[src/rtl/lvl_sample_replay_ctrl.sv]
// Captures one frame of level-crossing samples from the DMA stream, then replays it
// to the converter a configurable number of times, resetting the converter before each pass.
module lvl_sample_replay_ctrl #(
  parameter int MAX_SAMPLES     = 255,
  parameter int ITER_W          = 4,
  parameter int CONV_RST_CYCLES = 2
) (
  input  logic              clock,
  input  logic              reset,
  input  logic              start,
  input  logic              abort,
  input  logic [7:0]        cfg_num_samples,
  input  logic [ITER_W-1:0] cfg_iter_num,
  input  logic [15:0]       in_data,
  input  logic              in_valid,
  output logic              in_ready,
  output logic [15:0]       conv_data,
  output logic              conv_valid,
  input  logic              conv_ready,
  output logic              conv_reset,
  output logic              busy,
  output logic              done,
  output logic [ITER_W-1:0] iter_idx
);

  localparam int PTR_W = $clog2(MAX_SAMPLES + 1);
  localparam int CNT_W = $clog2(CONV_RST_CYCLES + 1);

  typedef enum logic [2:0] {
    ST_IDLE,
    ST_LOAD,
    ST_CLR,
    ST_PLAY,
    ST_DONE
  } state_t;

  state_t state_reg, state_next;

  logic [PTR_W-1:0]  num_reg;
  logic [ITER_W-1:0] iter_num_reg;
  logic [PTR_W-1:0]  wr_ptr_reg;
  logic [PTR_W-1:0]  rd_ptr_reg;
  logic [ITER_W-1:0] iter_idx_reg;
  logic [CNT_W-1:0]  clr_cnt_reg;
  logic [CNT_W-1:0]  abort_cnt_reg;

  logic [15:0] mem [MAX_SAMPLES];
  logic [15:0] rd_data_reg;
  logic [PTR_W-1:0] rd_addr;
  logic        rd_en;

  logic cfg_ok, start_ok, abort_hit;
  logic in_fire, wr_en, conv_fire;
  logic last_wr, last_rd, last_iter, clr_last;

  assign cfg_ok    = (cfg_num_samples != 8'd0) && (int'(cfg_num_samples) <= MAX_SAMPLES) &&
                     (cfg_iter_num != '0);
  assign start_ok  = (state_reg == ST_IDLE) && start && cfg_ok;
  assign abort_hit = abort && (state_reg != ST_IDLE);
  assign in_fire   = (state_reg == ST_LOAD) && in_valid;
  assign wr_en     = in_fire && !abort;
  assign conv_fire = (state_reg == ST_PLAY) && conv_ready;
  assign last_wr   = (wr_ptr_reg == num_reg - PTR_W'(1));
  assign last_rd   = (rd_ptr_reg == num_reg - PTR_W'(1));
  assign last_iter = (iter_idx_reg == iter_num_reg - ITER_W'(1));
  assign clr_last  = (clr_cnt_reg == CNT_W'(CONV_RST_CYCLES - 1));

  // Read address runs one step ahead on a handshake so the registered read keeps pace.
  always_comb begin
    rd_en   = 1'b0;
    rd_addr = '0;
    if (state_reg == ST_CLR) begin
      rd_en = 1'b1;
    end else if (state_reg == ST_PLAY) begin
      rd_en   = 1'b1;
      rd_addr = (conv_fire && !last_rd) ? rd_ptr_reg + PTR_W'(1) : rd_ptr_reg;
    end
  end

  always_ff @(posedge clock) begin
    if (wr_en) begin
      mem[wr_ptr_reg] <= in_data;
    end
    if (rd_en) begin
      rd_data_reg <= mem[rd_addr];
    end
  end

  always_ff @(posedge clock) begin
    if (reset) begin
      state_reg <= ST_IDLE;
    end else begin
      state_reg <= state_next;
    end
  end

  always_comb begin
    state_next = state_reg;
    case (state_reg)
      ST_IDLE: if (start_ok) state_next = ST_LOAD;
      ST_LOAD: if (in_fire && last_wr) state_next = ST_CLR;
      ST_CLR:  if (clr_last) state_next = ST_PLAY;
      ST_PLAY: if (conv_fire && last_rd) state_next = last_iter ? ST_DONE : ST_CLR;
      ST_DONE: state_next = ST_IDLE;
      default: state_next = ST_IDLE;
    endcase
    if (abort_hit) begin
      state_next = ST_IDLE;
    end
  end

  always_comb begin
    in_ready   = (state_reg == ST_LOAD);
    conv_valid = (state_reg == ST_PLAY);
    conv_data  = (state_reg == ST_PLAY) ? rd_data_reg : 16'h0000;
    conv_reset = (state_reg == ST_CLR) || (abort_cnt_reg != '0);
    busy       = (state_reg != ST_IDLE);
    done       = (state_reg == ST_DONE);
    iter_idx   = iter_idx_reg;
  end

  always_ff @(posedge clock) begin
    if (reset) begin
      num_reg       <= '0;
      iter_num_reg  <= '0;
      wr_ptr_reg    <= '0;
      rd_ptr_reg    <= '0;
      iter_idx_reg  <= '0;
      clr_cnt_reg   <= '0;
      abort_cnt_reg <= '0;
    end else begin
      if (start_ok) begin
        num_reg      <= PTR_W'(cfg_num_samples);
        iter_num_reg <= cfg_iter_num;
        wr_ptr_reg   <= '0;
        iter_idx_reg <= '0;
      end

      if (wr_en && !last_wr) begin
        wr_ptr_reg <= wr_ptr_reg + PTR_W'(1);
      end

      clr_cnt_reg <= (state_reg == ST_CLR && !clr_last) ? clr_cnt_reg + CNT_W'(1) : '0;
      rd_ptr_reg  <= (state_reg == ST_PLAY) ? rd_addr : '0;

      if (abort_hit) begin
        iter_idx_reg <= '0;
      end else if (conv_fire && last_rd && !last_iter) begin
        iter_idx_reg <= iter_idx_reg + ITER_W'(1);
      end else if (state_reg == ST_DONE) begin
        iter_idx_reg <= '0;
      end

      // Aborting leaves the converter mid-frame, so give it its own reset pulse.
      if (abort_hit) begin
        abort_cnt_reg <= CNT_W'(CONV_RST_CYCLES);
      end else if (abort_cnt_reg != '0) begin
        abort_cnt_reg <= abort_cnt_reg - CNT_W'(1);
      end
    end
  end

endmodule

[config.mk]
export PLATFORM = sky130hd
export DESIGN_NAME = lvl_sample_replay_ctrl
export DESIGN_NICKNAME = d
export VERILOG_FILES = /design/src/rtl/lvl_sample_replay_ctrl.sv
export SDC_FILE = /design/constraint.sdc
export NUM_CORES = 2
export LEC_CHECK = 0
export CAP_MARGIN = 15
export CORE_ASPECT_RATIO = 0.75
export CORE_MARGIN = 1
export CORE_UTILIZATION = 45
export CTS_BUF_LIST = sky130_fd_sc_hd__clkbuf_8
export CTS_CLUSTER_SIZE = 14
export DETAILED_ROUTE_END_ITERATION = 10
export PLACE_DENSITY = 0.57
export SLEW_MARGIN = 30
export SYNTH_ARGS = -nofsm -noshare
export SYNTH_HDL_FRONTEND = slang
export SYNTH_SLANG_ARGS = --single-unit
[constraint.sdc]
create_clock -name clock -period 5 [get_ports clock]
set_clock_uncertainty 0.1 [all_clocks]
set_input_delay 0.75 -clock clock [delete_from_list [all_inputs] [get_ports clock]]
set_output_delay 0.75 -clock clock [all_outputs]
set_load 0.05 [all_outputs]
==> impl_metrics.ini <==
[outcome]
outcome = complete, but fails checks
violations = negative setup slack

[detailed_routing]
wl_met1_mm = 223
drt-total-wl_mm = 535
via_count = 107657
final_antenna_net_count = 0
met3_length_mm = 61.8
route.met2.wl_mm = 234
dr.max_layer_used = met5
first_pass_iters = 6
wire_per_inst_um = 29.6
route.detailed.drc = 0
via_per_inst = 5.95
detail_route.iter0.violations = 14595

[synthesis]
synth_edf_count = 4096
synth-seq-cells = 4135
synth_flop_cell = edfxtp_1
syn_inst = 11368
syn-cell-area_mm2 = 0.163
yosysSeqAreaShare_pct = 75.8
async_reset_ff_share_pct = 0
syn_nets = 11411
syn_area_per_cell_um2 = 14.4
yosysWarningCount = 0
yosysUniqueCellTypes = 81

[global_routing]
grt-ovfl-total = 0
grt_pass1_vias = 101803
grt_pass1_wl_mm = 748
grt_start_max_net_pins = 136
track_usage_pct = 28.3
antenna_found_initial = 28

[power_and_ir_drop]
irDropWorstVdd_mv = 0.234
fin_total_pwr_mw = 64.8
p_leak_nw = 64.6
power.density_mw_per_mm2 = 333

[worst_setup_path]
slowest_delay_ns = 0.53
crit_path_max_fanout = 17
arrival_ns = 5.98
cp.required_ns = 5.73
rrSetupSlack_ns = -0.25
cp-end-kind = register
cp_cell_sequence = or4_4 > or3_1 > a211o_1 > a31o_4 > buf_4 > o211ai_4 > nand2_4 > buf_12 > nand2_4 > buf_4 > buf_8 > buf_4 > a21oi_1 > nor4b_4 > o221ai_4 > nor3_4 > buf_4 > nor4_2
cp_top_family = simple AND/OR/NAND/NOR gates
rr_startpoint = num_reg[3]
slowest_stage = or4_4
cp_common_cell = buf_4
cp-start-kind = register
regToRegEndpoint = rd_data_reg[9]
reg2reg_depth = 18
critPathBufInv = 6
critPathKind = reg -> reg

[clocking]
ctsLongestPathBuffers = 4
h-tree-depth = 6
cts_buffers = 636
clkTransAtPathRegs_ns = 0.06
insertion_delay_ns = 1.14
clock-sinks = 4135
cts_root_buffer = clkbuf_8
cts_tree = built

[timing]
relSlewSlack_pct = 14.0
fin_ws_ns = -0.249
slew_viol_final = 0
min_period_over_period_pct = 105
worst_pin_slew_ns = 1.29
fin_crit_ns = 5.25
rsz0062_at_grt = yes
max_freq_ghz = 0.191
finalHoldViolCount = 0
setup_violations = 11

[hold_path]
min_from = in_data[5]
holdPathStages = 1
hold_end = mem[40][5]
hold_path.class = in -> reg

[floorplan]
initial_core_util_pct = 45.2
die_h_um = 524
die_area_mm2 = 0.365
fp.dieW_um = 697
num_rows = 191
core_mm2 = 0.361
io_pins = 59

[place]
dp_cells = 16824
gp_congestion = 0.912
dpl.hpwl_mm = 330
io_buffer_count = 58

[finish]
fillCellCount = 29249
syn_to_final_growth_pct = 19.4
drive_gt1_share_pct = 20.4
largest_reg_flops = 4080
finalNetCount = 12819
final_cells = 18080

[run]
max-cap-violations = 0
synth_stat cells, drive strengths merged, types with 9 or more instances:
cell | instances | area, um^2
and3 | 19 | 119
a41oi | 23 | 201
o211ai | 26 | 205
a31oi | 124 | 791
nor3 | 43 | 215
mux4 | 13 | 293
a221o | 15 | 150
clkbuf | 269 | 1010
ha | 9 | 113
inv | 17 | 63.8
a221oi | 128 | 1120
o2bb2ai | 11 | 96.3
or3 | 11 | 68.8
o21ai | 121 | 617
edfxtp | 4096 | 123000
nor4 | 119 | 751
nand3 | 739 | 3700
a21oi | 933 | 4680
dfxtp | 39 | 781
a222oi | 14 | 140
mux2i | 563 | 5640
nor2 | 352 | 1330
mux2 | 60 | 676
o221ai | 30 | 263
a22oi | 70 | 526
a2111oi | 19 | 166
a211oi | 77 | 596
o22ai | 188 | 1180
nor4b | 17 | 149
xnor2 | 27 | 244
a21boi | 27 | 214
a311oi | 29 | 254
buf | 498 | 2720
nand2 | 2355 | 8840
a32oi | 145 | 1270
and2 | 62 | 388
through the flow:
step	area, um^2	worst slack, ns	utilization, %	hold slack, ns	TNS, ns
5_1_grt	195000	-0.366	53.9	0.0446	-2.76
3_5_place_dp	179000	-1.54	49.7	0.314	-12.34
3_3_place_gp	179000	-2.35	49.7	0.304	-18.24
6_report	195000	-0.249	54.0	0.0953	-1.49
4_1_cts	192000	-0.167	53.2	0.0275	-0.677
2_1_floorplan	163000	0.763	-	0.297	0
layout by cell type, fill, tap and decap left out, types with 54 or more instances in the layout:
cell and n:
edfxtp_1 4096, nor2_1 289, nor2_2 60, o21ai_0 101, a21oi_1 892, a31oi_1 116
a211oi_1 60, nand2_1 2324, inv_1 231, a22oi_1 65, and2_1 59, nor4_1 54
a32oi_1 133, clkinv_1 137, a221oi_1 108, nand3_1 734, buf_4 1168, buf_12 201
mux2i_1 542, clkbuf_8 652, o22ai_1 177
logic make-up after synthesis:
group | share of synthesized area [%]
AO/OA/AOI/OAI | 7.83
XOR/XNOR | 0.221
adder cells (fa/ha/maj) | 0.0690
buffers and inverters | 2.33
flip-flops | 75.8
multiplexers | 4.05
AND/OR/NAND/NOR | 9.68
layout make-up:
class	count	area [um^2]	share of cell area, %
clock inverters	441	2070	1.06
well taps	4825	6040	3.10
multi-input cells	6448	38300	19.7
clock buffers	652	8970	4.61
repair buffers	1537	15500	7.97
diodes	24	60.1	0.0308
inverters	18	67.6	0.0347
flip-flops and latches	4135	124000	63.5
worst max path at each step:
| stage | from | end | slack, ns | depth (start not counted) |
|---|---|---|---|---|
| global placement | num_reg[0] | rd_data_reg[5] | -2.35 | 18 |
| floorplan | num_reg[0] | rd_data_reg[8] | 0.76 | 17 |
| CTS | num_reg[3] | rd_data_reg[9] | -0.17 | 20 |
| finish | num_reg[3] | rd_data_reg[9] | -0.25 | 18 |
| global route | num_reg[3] | rd_data_reg[9] | -0.37 | 17 |
| detailed placement | num_reg[0] | rd_data_reg[9] | -1.54 | 16 |
power by group:
group | switching [mW] | internal (mW) | leakage (nW)
sequential | 0.0108 | 38.1 | 37.1
clock | 13.4 | 12.2 | 6.44
combinational | 0.852 | 0.192 | 21.0
per-layer routing:
metal	up-vias	GRT usage (%)
met5	-	0
met2	6114	41.6
met1	54524	41.4
met4	16	8.95
met3	827	7.21
li1	46176	-
what timing repair did:
item | in CTS | in global routing
buffers inserted | 27 | 91
gates resized for setup | 175 | 308
endpoints found under the hold margin | 92 | 0
pin swaps | 52 | 111
cloned | 12 | 16
hold buffers | 6 | 0
endpoints found under the setup margin | 23 | 16
(Power assumes the default switching activity.)
